File: src/rtl/lt24_write_decoder_if.sv
// LT24 parallel write bus as seen by a snooping receiver.
// The master drives every bus line; the decoder only observes them.
interface lt24_write_decoder_if;
   logic        LT24Wr_n;
   logic        LT24Rd_n;
   logic        LT24CS_n;
   logic        LT24RS;
   logic        LT24Reset_n;
   logic [15:0] LT24Data;

   modport master (
      output LT24Wr_n, LT24Rd_n, LT24CS_n, LT24RS, LT24Reset_n, LT24Data
   );

   modport slave (
      input  LT24Wr_n, LT24Rd_n, LT24CS_n, LT24RS, LT24Reset_n, LT24Data
   );
endinterface

File: src/rtl/lt24_write_decoder.sv
// Decodes ILI9341-style command/parameter/pixel writes snooped from the LT24 bus
// into registered pixel, command, display-state and frame-complete events.
module lt24_write_decoder #(
   parameter int WIDTH  = 240,
   parameter int HEIGHT = 320,
   parameter int X_BITS = 8,
   parameter int Y_BITS = 9
) (
   input  logic                  clock,
   input  logic                  globalReset,
   lt24_write_decoder_if.slave   bus,
   output logic                  cmdValid,
   output logic [7:0]            cmdCode,
   output logic                  pixelValid,
   output logic [X_BITS-1:0]     pixelX,
   output logic [Y_BITS-1:0]     pixelY,
   output logic [15:0]           pixelColour,
   output logic                  frameDone,
   output logic                  displayOn,
   output logic                  protocolError
);

   typedef enum logic [2:0] {
      S_IDLE  = 3'd0,
      S_CASET = 3'd1,
      S_PASET = 3'd2,
      S_RAMWR = 3'd3,
      S_OTHER = 3'd4
   } state_t;

   localparam logic [15:0] EC_DEFAULT = 16'(WIDTH - 1);
   localparam logic [15:0] EP_DEFAULT = 16'(HEIGHT - 1);

   state_t              state_q, state_d;
   logic                wr_seen_q, wr_seen_d;
   logic [15:0]         data_q, data_d;
   logic                rs_q, rs_d;
   logic [2:0]          param_idx_q, param_idx_d;
   logic [23:0]         stage_q, stage_d;
   logic [15:0]         sc_q, sc_d, ec_q, ec_d, sp_q, sp_d, ep_q, ep_d;
   logic [15:0]         cur_x_q, cur_x_d, cur_y_q, cur_y_d;
   logic                cmd_valid_q, cmd_valid_d;
   logic [7:0]          cmd_code_q, cmd_code_d;
   logic                pix_valid_q, pix_valid_d;
   logic [X_BITS-1:0]   pix_x_q, pix_x_d;
   logic [Y_BITS-1:0]   pix_y_q, pix_y_d;
   logic [15:0]         colour_q, colour_d;
   logic                frame_q, frame_d;
   logic                disp_q, disp_d;
   logic                perr_q, perr_d;
   logic                sel_wr_s;
   logic                strobe_s;

   assign sel_wr_s = !bus.LT24Wr_n && !bus.LT24CS_n;
   // Commit on the Wr_n rising edge using the data latched while the strobe was low
   assign strobe_s = wr_seen_q && bus.LT24Wr_n;

   // Next-state and registered-output computation
   always_comb begin
      state_d     = state_q;
      wr_seen_d   = sel_wr_s;
      data_d      = data_q;
      rs_d        = rs_q;
      param_idx_d = param_idx_q;
      stage_d     = stage_q;
      sc_d        = sc_q;
      ec_d        = ec_q;
      sp_d        = sp_q;
      ep_d        = ep_q;
      cur_x_d     = cur_x_q;
      cur_y_d     = cur_y_q;
      cmd_valid_d = 1'b0;
      cmd_code_d  = cmd_code_q;
      pix_valid_d = 1'b0;
      pix_x_d     = pix_x_q;
      pix_y_d     = pix_y_q;
      colour_d    = colour_q;
      frame_d     = 1'b0;
      disp_d      = disp_q;
      perr_d      = sel_wr_s && !bus.LT24Rd_n;

      if (!bus.LT24Reset_n) begin
         state_d     = S_IDLE;
         wr_seen_d   = 1'b0;
         data_d      = 16'd0;
         rs_d        = 1'b0;
         param_idx_d = 3'd0;
         stage_d     = 24'd0;
         sc_d        = 16'd0;
         ec_d        = EC_DEFAULT;
         sp_d        = 16'd0;
         ep_d        = EP_DEFAULT;
         cur_x_d     = 16'd0;
         cur_y_d     = 16'd0;
         cmd_code_d  = 8'd0;
         pix_x_d     = '0;
         pix_y_d     = '0;
         colour_d    = 16'd0;
         disp_d      = 1'b0;
         perr_d      = 1'b0;
      end else begin
         if (sel_wr_s) begin
            data_d = bus.LT24Data;
            rs_d   = bus.LT24RS;
         end else begin
            data_d = data_q;
            rs_d   = rs_q;
         end

         if (strobe_s && !rs_q) begin
            cmd_valid_d = 1'b1;
            cmd_code_d  = data_q[7:0];
            param_idx_d = 3'd0;
            case (data_q[7:0])
               8'h2A: state_d = S_CASET;
               8'h2B: state_d = S_PASET;
               8'h2C: begin
                  state_d = S_RAMWR;
                  cur_x_d = sc_q;
                  cur_y_d = sp_q;
               end
               8'h29: begin
                  disp_d  = 1'b1;
                  state_d = S_OTHER;
               end
               8'h28: begin
                  disp_d  = 1'b0;
                  state_d = S_OTHER;
               end
               8'h01: begin
                  sc_d    = 16'd0;
                  ec_d    = EC_DEFAULT;
                  sp_d    = 16'd0;
                  ep_d    = EP_DEFAULT;
                  disp_d  = 1'b0;
                  state_d = S_IDLE;
               end
               default: state_d = S_OTHER;
            endcase
         end else if (strobe_s) begin
            case (state_q)
               S_CASET, S_PASET: begin
                  // Window registers change only when the 4th byte lands; later bytes are dropped
                  case (param_idx_q)
                     3'd0: stage_d[23:16] = data_q[7:0];
                     3'd1: stage_d[15:8]  = data_q[7:0];
                     3'd2: stage_d[7:0]   = data_q[7:0];
                     3'd3: begin
                        if (state_q == S_CASET) begin
                           sc_d = stage_q[23:8];
                           ec_d = {stage_q[7:0], data_q[7:0]};
                        end else begin
                           sp_d = stage_q[23:8];
                           ep_d = {stage_q[7:0], data_q[7:0]};
                        end
                     end
                     default: stage_d = stage_q;
                  endcase
                  if (param_idx_q != 3'd4) begin
                     param_idx_d = param_idx_q + 3'd1;
                  end else begin
                     param_idx_d = param_idx_q;
                  end
               end
               S_RAMWR: begin
                  pix_valid_d = 1'b1;
                  colour_d    = data_q;
                  pix_x_d     = cur_x_q[X_BITS-1:0];
                  pix_y_d     = cur_y_q[Y_BITS-1:0];
                  if (cur_x_q >= ec_q) begin
                     cur_x_d = sc_q;
                     if (cur_y_q >= ep_q) begin
                        cur_y_d = sp_q;
                        frame_d = 1'b1;
                     end else begin
                        cur_y_d = cur_y_q + 16'd1;
                     end
                  end else begin
                     cur_x_d = cur_x_q + 16'd1;
                  end
               end
               default: state_d = state_q;
            endcase
         end else begin
            state_d = state_q;
         end
      end
   end

   // State and output registers
   always_ff @(posedge clock or negedge globalReset) begin
      if (!globalReset) begin
         state_q     <= S_IDLE;
         wr_seen_q   <= 1'b0;
         data_q      <= 16'd0;
         rs_q        <= 1'b0;
         param_idx_q <= 3'd0;
         stage_q     <= 24'd0;
         sc_q        <= 16'd0;
         ec_q        <= EC_DEFAULT;
         sp_q        <= 16'd0;
         ep_q        <= EP_DEFAULT;
         cur_x_q     <= 16'd0;
         cur_y_q     <= 16'd0;
         cmd_valid_q <= 1'b0;
         cmd_code_q  <= 8'd0;
         pix_valid_q <= 1'b0;
         pix_x_q     <= '0;
         pix_y_q     <= '0;
         colour_q    <= 16'd0;
         frame_q     <= 1'b0;
         disp_q      <= 1'b0;
         perr_q      <= 1'b0;
      end else begin
         state_q     <= state_d;
         wr_seen_q   <= wr_seen_d;
         data_q      <= data_d;
         rs_q        <= rs_d;
         param_idx_q <= param_idx_d;
         stage_q     <= stage_d;
         sc_q        <= sc_d;
         ec_q        <= ec_d;
         sp_q        <= sp_d;
         ep_q        <= ep_d;
         cur_x_q     <= cur_x_d;
         cur_y_q     <= cur_y_d;
         cmd_valid_q <= cmd_valid_d;
         cmd_code_q  <= cmd_code_d;
         pix_valid_q <= pix_valid_d;
         pix_x_q     <= pix_x_d;
         pix_y_q     <= pix_y_d;
         colour_q    <= colour_d;
         frame_q     <= frame_d;
         disp_q      <= disp_d;
         perr_q      <= perr_d;
      end
   end

   assign cmdValid      = cmd_valid_q;
   assign cmdCode       = cmd_code_q;
   assign pixelValid    = pix_valid_q;
   assign pixelX        = pix_x_q;
   assign pixelY        = pix_y_q;
   assign pixelColour   = colour_q;
   assign frameDone     = frame_q;
   assign displayOn     = disp_q;
   assign protocolError = perr_q;

endmodule

File: src/flat_wrapper.sv
// flat-port wrapper written by rule: the top's interface ports become plain ports
module lt24_write_decoder_flat 
#(
   parameter int WIDTH  = 240,
   parameter int HEIGHT = 320,
   parameter int X_BITS = 8,
   parameter int Y_BITS = 9
)
  (clock, globalReset, cmdValid, cmdCode, pixelValid, pixelX, pixelY, pixelColour, frameDone, displayOn, protocolError, bus_LT24Wr_n, bus_LT24Rd_n, bus_LT24CS_n, bus_LT24RS, bus_LT24Reset_n, bus_LT24Data);
  lt24_write_decoder_if bus_i ();
  input  logic clock;
  input  logic globalReset;
  output logic cmdValid;
  output logic [7:0] cmdCode;
  output logic pixelValid;
  output logic [X_BITS-1:0] pixelX;
  output logic [Y_BITS-1:0] pixelY;
  output logic [15:0] pixelColour;
  output logic frameDone;
  output logic displayOn;
  output logic protocolError;
  input wire logic [$bits(bus_i.LT24Wr_n)-1:0] bus_LT24Wr_n;
  input wire logic [$bits(bus_i.LT24Rd_n)-1:0] bus_LT24Rd_n;
  input wire logic [$bits(bus_i.LT24CS_n)-1:0] bus_LT24CS_n;
  input wire logic [$bits(bus_i.LT24RS)-1:0] bus_LT24RS;
  input wire logic [$bits(bus_i.LT24Reset_n)-1:0] bus_LT24Reset_n;
  input wire logic [$bits(bus_i.LT24Data)-1:0] bus_LT24Data;
  assign bus_i.LT24Wr_n = bus_LT24Wr_n;
  assign bus_i.LT24Rd_n = bus_LT24Rd_n;
  assign bus_i.LT24CS_n = bus_LT24CS_n;
  assign bus_i.LT24RS = bus_LT24RS;
  assign bus_i.LT24Reset_n = bus_LT24Reset_n;
  assign bus_i.LT24Data = bus_LT24Data;
  lt24_write_decoder #(.WIDTH(WIDTH), .HEIGHT(HEIGHT), .X_BITS(X_BITS), .Y_BITS(Y_BITS)) u_core (.clock(clock), .globalReset(globalReset), .bus(bus_i), .cmdValid(cmdValid), .cmdCode(cmdCode), .pixelValid(pixelValid), .pixelX(pixelX), .pixelY(pixelY), .pixelColour(pixelColour), .frameDone(frameDone), .displayOn(displayOn), .protocolError(protocolError));
endmodule
File: config.mk
export PLATFORM = sky130hd
export DESIGN_NAME = lt24_write_decoder_flat
export DESIGN_NICKNAME = d
export VERILOG_FILES = /design/src/rtl/lt24_write_decoder_if.sv /design/src/rtl/lt24_write_decoder.sv /design/src/flat_wrapper.sv
export SDC_FILE = /design/constraint.sdc
export NUM_CORES = 1
export LEC_CHECK = 0
export BUFFER_PORTS_ARGS = -buffer_cell sky130_fd_sc_hd__buf_2
export CAP_MARGIN = 20
export CORE_ASPECT_RATIO = 0.9
export CORE_MARGIN = 2
export CORE_UTILIZATION = 40
export CTS_BUF_LIST = sky130_fd_sc_hd__clkbuf_8
export CTS_CLUSTER_DIAMETER = 120
export CTS_CLUSTER_SIZE = 20
export DETAILED_ROUTE_END_ITERATION = 6
export SYNTH_ARGS = -nofsm -noshare
export SYNTH_HDL_FRONTEND = slang
export SYNTH_SLANG_ARGS = --single-unit
File: constraint.sdc
create_clock -name clock -period 2.9 [get_ports clock]
set_input_delay 0.725 -clock clock [delete_from_list [all_inputs] [get_ports clock]]
set_output_delay 0.725 -clock clock [all_outputs]
set_load 0.03 [all_outputs]
==> flow_summary.toml, run 1 <==
[clock_network]
tritoncts_clock_tree = "built"
cts.htree.levels = 4
cts.sink_count = 190
cts_buffers = 17
path_clk_slew_ns = 0.11
cts.root.buffer_cell = "sky130_fd_sc_hd__clkbuf_8"
cts_max_path_buffers = 2
clk_latency_ns = 0.49
hold_buffers = 0

[place]
place_congestion = 0.9166
place_worst_setup_slack_ns = -0.04707
numPortBuffers = 68
numPlacedInstances = 1292
dpl.hpwl_um = 17970

[finish]
final_layout_size_suffix_gt1_frac = 0.2454
post_layout_nonfiller_instances = 1326
area_growth_syn_to_layout_pct = 14.72
fillerInstances = 2239
final_nets = 1072

[drt]
drtPass1Iterations = 6
maxUsedRoutingLayer = "met4"
wl_per_cell_um = 18.97
totalWireLength_um = 25160
num_vias = 7381
dr_wl_met2_um = 11580
postRouteAntennaNets = 0
via_per_inst = 5.566
met3WireLength_um = 1277
wl_met1_um = 11870
remaining_drc_errors = 0
dr_iter_0_viols = 516

[critical_path]
worst_ep_arrival_time_ns = 3.06
critical_path_class = "flop to flop"
critical_path_peak_fanout = 19
cp-end-kind = "flop"
data_required_critical_path_ns = 3.27
worstRegToRegCells = 8
cp-start-kind = "flop"

[logic_synthesis]
ys_types = 59
dominantRegCellSynth = "sky130_fd_sc_hd__dfrtp_1"
synth.yosys.warnings = 0
synth.cell_area_mm2 = 0.009500
postSynthRegisterBits = 190
synthDominantCellAreaShare = 0.4636
mappedNetlistNets = 981
postSynth.asyncResetShare = 1.000
avg_cell_area_syn_um2 = 10.34
synth_enable_flop_cells = 0
synth.largest_area_cell = "sky130_fd_sc_hd__dfrtp_1"
synth.yosys.seq_area_share = 0.5023
post_synth_main_area_contributors = "sky130_fd_sc_hd__dfrtp_1 (46%), sky130_fd_sc_hd__mux2_2 (8.4%), sky130_fd_sc_hd__nand2_1 (5.3%)"
synthesis.instances = 919

[global_route]
grt-ovfl-total = 0
first_global_vias = 7353
grt_usage = 0.2098
antenna_found_initial = 0
grt_start_max_net_pins = 55
grt_first_pass_wirelength_um = 40950

[timing]
final_max_slew_viol_count = 0
min_period_over_period = 0.9289
fin_worst_skew_ns = 0.01870
report.final.setup_viol = 0
relSlewSlack = 0.4318
achievable-frequency_mhz = 371.2
grt_setup_unrepaired = "false"
fin_ws_ns = 0.2061
final-hold-violation-count = 0
worst_pin_slew_ns = 0.8490
period_needed_ns = 2.694

[floorplanning]
io_pins = 69
design.core.area_mm2 = 0.02334
fp-row-count = 53
starting_density = 0.4070
area_of_the_die_mm2 = 0.02500
die_x_um = 166.5
die_h_um = 150.2

[power]
power-per-cell-area_mw_per_mm2 = 457.4
leakagePower_nw = 5.293
ir_drop_uv = 235.2

[outcome]
outcome = "finished clean"

[worst_hold_path]
worst_min_path_class = "input pin to async pin"

[run]
max_cap_violations = 0
layout by cell type (no fill, tap or decap), types with 3 or more instances in the layout:
cell type,n
sky130_fd_sc_hd__dfrtp_1,176
sky130_fd_sc_hd__and3_1,28
sky130_fd_sc_hd__nor2_1,40
sky130_fd_sc_hd__buf_12,5
sky130_fd_sc_hd__nor4b_1,7
sky130_fd_sc_hd__a22o_1,18
sky130_fd_sc_hd__ha_1,39
sky130_fd_sc_hd__nand2_1,133
sky130_fd_sc_hd__a21oi_1,63
sky130_fd_sc_hd__nor2b_1,4
sky130_fd_sc_hd__nand2b_1,3
sky130_fd_sc_hd__a31oi_1,3
sky130_fd_sc_hd__mux2_2,71
sky130_fd_sc_hd__a2bb2oi_1,6
sky130_fd_sc_hd__a221o_1,7
sky130_fd_sc_hd__mux2i_1,32
sky130_fd_sc_hd__buf_2,67
sky130_fd_sc_hd__buf_4,51
sky130_fd_sc_hd__dfstp_2,14
sky130_fd_sc_hd__and2_1,10
sky130_fd_sc_hd__inv_6,4
sky130_fd_sc_hd__clkbuf_8,18
sky130_fd_sc_hd__nand3_1,26
sky130_fd_sc_hd__nor4_1,13
sky130_fd_sc_hd__o22ai_1,5
sky130_fd_sc_hd__o2bb2ai_1,14
sky130_fd_sc_hd__nand4_1,13
sky130_fd_sc_hd__o21a_1,3
sky130_fd_sc_hd__o221ai_1,6
sky130_fd_sc_hd__nor3_1,17
sky130_fd_sc_hd__o21ai_0,28
sky130_fd_sc_hd__inv_1,46
sky130_fd_sc_hd__inv_8,7
sky130_fd_sc_hd__o31ai_1,11
repair_timing:
action | 4_1_cts | 5_1_grt
pin swaps | 1 | 0
buffers inserted | 1 | 0
setup endpoints to repair | 7 | 4
resized for setup | 0 | 1
registers in the layout (all words and copies together) (netlist names), 8 cells and up:
register / count
u_core.ep_q: 16
u_core.data_q: 16
u_core.sp_q: 16
u_core.cur_x_q: 16
u_core.pixelX: 8
u_core.pixelY: 9
u_core.sc_q: 16
u_core.ec_q: 16
u_core.cmdCode: 8
u_core.stage_q: 24
u_core.pixelColour: 16
u_core.cur_y_q: 16
critical path, cell delays in order, from the launching register on:
cell and delay [ns]:
sky130_fd_sc_hd__dfrtp_1 0.48, sky130_fd_sc_hd__ha_1 0.33, sky130_fd_sc_hd__nand4_2 0.19, sky130_fd_sc_hd__or3_4 0.46, sky130_fd_sc_hd__o41ai_4 0.31, sky130_fd_sc_hd__or2_1 0.14, sky130_fd_sc_hd__buf_4 0.25, sky130_fd_sc_hd__o41ai_1 0.12
sky130_fd_sc_hd__a221o_1 0.30
cell usage after synthesis (4+ instances only):
library cell	number
sky130_fd_sc_hd__a21oi_1	63
sky130_fd_sc_hd__a221o_1	7
sky130_fd_sc_hd__a22o_1	18
sky130_fd_sc_hd__a2bb2oi_1	6
sky130_fd_sc_hd__and2_1	10
sky130_fd_sc_hd__and3_1	28
sky130_fd_sc_hd__buf_2	9
sky130_fd_sc_hd__clkbuf_1	38
sky130_fd_sc_hd__dfrtp_1	176
sky130_fd_sc_hd__dfstp_2	14
sky130_fd_sc_hd__ha_1	39
sky130_fd_sc_hd__inv_1	46
sky130_fd_sc_hd__mux2_2	71
sky130_fd_sc_hd__mux2i_1	32
sky130_fd_sc_hd__nand2_1	133
sky130_fd_sc_hd__nand3_1	26
sky130_fd_sc_hd__nand4_1	13
sky130_fd_sc_hd__nor2_1	40
sky130_fd_sc_hd__nor2b_1	4
sky130_fd_sc_hd__nor3_1	18
sky130_fd_sc_hd__nor4_1	13
sky130_fd_sc_hd__nor4b_1	7
sky130_fd_sc_hd__o21ai_0	28
sky130_fd_sc_hd__o221ai_1	6
sky130_fd_sc_hd__o22ai_1	5
sky130_fd_sc_hd__o2bb2ai_1	14
sky130_fd_sc_hd__o31ai_1	12
path summary, 6_finish.rpt:
path | slack, ns | start | end
worst max-delay path | 0.21 | u_core.cur_y_q[12]$_DFFE_PN0P_ | u_core.cur_y_q[8]$_DFFE_PN0P_
worst min-delay path | 0.12 | globalReset | u_core.ep_q[11]$_DFFE_PN0P_
worst max register to register | 0.21 | u_core.cur_y_q[12]$_DFFE_PN0P_ | u_core.cur_y_q[8]$_DFFE_PN0P_
worst min register to register | 0.49 | u_core.ec_q[5]$_DFFE_PN1P_ | u_core.ec_q[5]$_DFFE_PN1P_
max in group asynchronous | 2.08 | globalReset | u_core.ep_q[5]$_DFFE_PN1P_
min in group clock | 0.37 | bus_LT24Rd_n | u_core.protocolError$_DFF_PN0_
metrics by stage:
stage | total power [mW] | utilization | hold WS [ns] | cell area [um^2] | setup TNS (ns)
floorplan | 3.053 | - | 0.4294 | 9500 | 0
global placement | 3.241 | 0.4494 | 0.4679 | 10490 | 0
detailed placement | 3.248 | 0.4494 | 0.4733 | 10490 | -0.2445
CTS | 5.030 | 0.4666 | 0.09874 | 10890 | 0
global route | 5.179 | 0.4668 | 0.1139 | 10900 | 0
finish | 4.985 | 0.4669 | 0.1184 | 10900 | 0
layout make-up:
cell class / instances / area [um^2] / share of cell area
Clock buffer: 17 / 234.0 / 0.02147
Antenna cell: 1 / 2.502 / 0.0002296
Multi-Input combinational cell: 630 / 4344 / 0.3986
Inverter: 47 / 176.4 / 0.01619
Timing Repair Buffer: 124 / 832.0 / 0.07634
Tap cell: 302 / 377.9 / 0.03467
Clock inverter: 15 / 160.2 / 0.01469
Sequential cell: 190 / 4772 / 0.4378
logic make-up after synthesis:
| kind of cell | after synthesis | synth area share |
|---|---|---|
| flops | 190 | 0.5023 |
| simple gates | 305 | 0.1537 |
| buf+inv | 99 | 0.04267 |
| xor+xnor | 1 | 0.0009221 |
| mux | 103 | 0.1179 |
| fa+ha+maj | 39 | 0.05136 |
| compound gates | 182 | 0.1312 |
layer usage:
metal | vias up | global-route usage
li1 | 3474 | -
met1 | 3685 | 0.3021
met2 | 193 | 0.3281
met3 | 29 | 0.03155
met4 | 0 | 0.06638
met5 | - | 0
report_power, final:
group          total, mW  internal [mW]  switching, mW
Clock               1.79          0.658           1.13
Combinational      0.435          0.166          0.268
Sequential          2.76           2.72         0.0339
Total               4.99           3.55           1.44
Note: power is estimated with default switching activity, not from simulation.
==> inputs of run 2 (changes only) <==
CTS_BUF_LIST = default   (was sky130_fd_sc_hd__clkbuf_8)
==> run 2 against run 1 <==
Sequential share of layout area is 0.76 points lower; combinational power hardly changed; register-to-register slack barely moved; sequential cell count did not move; critical endpoint unchanged.
==> flow_summary.toml, run 2 (synthesis gave the netlist of run 1 again) <==
[clock_network]
tritoncts_clock_tree = "built"
cts_buffers = 17
path_clk_slew_ns = 0.08
cts.htree.levels = 4
cts.sink_count = 190
cts.root.buffer_cell = "sky130_fd_sc_hd__clkbuf_16"
clk_latency_ns = 0.44
hold_buffers = 0
cts_max_path_buffers = 2

[power]
power_report.internal_total_mw = 4.055
combPwrFrac = 0.078
power.switching_fraction = 0.2712
share_seq_of_total_power = 0.495
clock_power_share = 0.426
leakagePower_nw = 5.381
total_power_mw = 5.564
switching_power_mw = 1.509
power-per-cell-area_mw_per_mm2 = 501.7
ir_drop_uv = 291.1

[critical_path]
cp-start-kind = "flop"
cp-end-kind = "flop"
critical_path_peak_fanout = 19
data_required_critical_path_ns = 3.22
critical_path_class = "flop to flop"
worst_ep_arrival_time_ns = 3.01

[timing]
period_needed_ns = 2.690
achievable-frequency_mhz = 371.8
min_period_over_period = 0.9276
worst_pin_slew_ns = 0.8703
grt_setup_unrepaired = "false"
final_max_slew_viol_count = 0
final-hold-violation-count = 0
report.final.setup_viol = 0
fin_worst_skew_ns = 0.01334
relSlewSlack = 0.4176

[global_route]
grt_first_pass_wirelength_um = 41110
grt_usage = 0.2110
grt-ovfl-total = 0
first_global_vias = 7348
grt_start_max_net_pins = 55
antenna_found_initial = 0

[finish]
mostFrequentLayoutCell = "sky130_fd_sc_hd__dfrtp_1"
multi_input_comb_area_mm2 = 0.004344
area_growth_syn_to_layout_pct = 16.74
seqCellArea_mm2 = 0.004772
max_flop_register = "u_core.stage_q"
finalInstanceArea_mm2 = 0.01109
final_nets = 1072
fillerInstances = 2207
final_layout_size_suffix_gt1_frac = 0.2454
largest_register_ffs = 24
mostFrequentLayoutCells = "sky130_fd_sc_hd__dfrtp_1 (176), sky130_fd_sc_hd__nand2_1 (133), sky130_fd_sc_hd__mux2_2 (71)"

[place]
dpl.hpwl_um = 17970
numPortBuffers = 68
post_dp_cell_area_mm2 = 0.01049
place_congestion = 0.9166

[drt]
totalWireLength_um = 25160
remaining_drc_errors = 0
num_vias = 7385
wl_per_cell_um = 18.97
postRouteAntennaNets = 0
via_per_inst = 5.569
dr_iter_0_viols = 515
drtPass1Iterations = 5

[floorplanning]
die_x_um = 166.5
fp-row-count = 53
design.core.area_mm2 = 0.02334
die_h_um = 150.2
area_of_the_die_mm2 = 0.02500
io_pins = 69
starting_density = 0.4070

[run]
max_cap_violations = 0

[worst_hold_path]
worst_min_path_class = "input pin to async pin"

[outcome]
outcome = "finished clean"
[run 2: cell counts in the layout (fill, tap and decap cells not counted)]
No cell type changed its count.
[run 2: cell type report]
type                    instances  share of cell area
multi-input cells             630              0.3917
clock inverters                15             0.01444
diodes                          1           0.0002256
inverters                      47             0.01591
flip-flops and latches        190              0.4303
repair buffers                124             0.07502
clock buffers                  17             0.03836
well taps                     302             0.03407
[run 2: per-stage QoR]
step / setup slack, ns / TNS [ns] / cells / hold WS [ns] / util
floorplan: 0.4351 / 0 / 919 / 0.4294 / -
global placement: 0.08246 / 0 / 1292 / 0.4679 / 0.4494
detailed placement: -0.04707 / -0.2445 / 1292 / 0.4733 / 0.4494
CTS: 0.2400 / 0 / 1325 / 0.1596 / 0.4748
global route: 0.05002 / 0 / 1325 / 0.1675 / 0.4750
finish: 0.2101 / 0 / 1326 / 0.1686 / 0.4751
[run 2: final timing paths]
path                                                     start                        endpoint  slack, ns  depth (start not counted)
worst max-delay path            u_core.cur_y_q[12]$_DFFE_PN0P_   u_core.cur_y_q[8]$_DFFE_PN0P_       0.21                          8
worst min-delay path                               globalReset   u_core.cur_y_q[0]$_DFFE_PN0P_       0.17                          1
worst max register to register  u_core.cur_y_q[12]$_DFFE_PN0P_   u_core.cur_y_q[8]$_DFFE_PN0P_       0.21                          8
worst min register to register      u_core.ec_q[5]$_DFFE_PN1P_      u_core.ec_q[5]$_DFFE_PN1P_       0.49                          2
max in group asynchronous                          globalReset      u_core.ep_q[4]$_DFFE_PN1P_       2.02                          2
min in group clock                                bus_LT24Rd_n  u_core.protocolError$_DFF_PN0_       0.42                          2
[run 2: critical path: stages, from the launching register on]
cell and delay [ns]:
sky130_fd_sc_hd__dfrtp_1 0.47, sky130_fd_sc_hd__ha_1 0.34, sky130_fd_sc_hd__nand4_2 0.19, sky130_fd_sc_hd__or3_4 0.46
sky130_fd_sc_hd__o41ai_4 0.30, sky130_fd_sc_hd__or2_1 0.14, sky130_fd_sc_hd__buf_4 0.25, sky130_fd_sc_hd__o41ai_1 0.13
sky130_fd_sc_hd__a221o_1 0.30
[run 2: power groups by stage]
stage                     combinational (mW)  clock [mW]  sequential [mW]
after floorplan                        0.253           0             2.80
after global placement                 0.434           0             2.81
after detailed placement               0.439           0             2.81
after CTS                              0.440        2.41             2.76
after global routing                   0.483        2.52             2.77
final                                  0.435        2.37             2.76
[run 2: per-layer routing]
metal,global-route usage,wire length [um],share of wire
met5,0,0,0
met4,0.05647,398,0.016
met3,0.03733,1108,0.044
met2,0.3287,11550,0.46
met1,0.3053,12100,0.48
[run 2: what timing repair did]
item	in CTS	in global routing
setup buffers	1	0
resized for setup	0	1
pin swaps	1	0
setup endpoints to repair	7	3
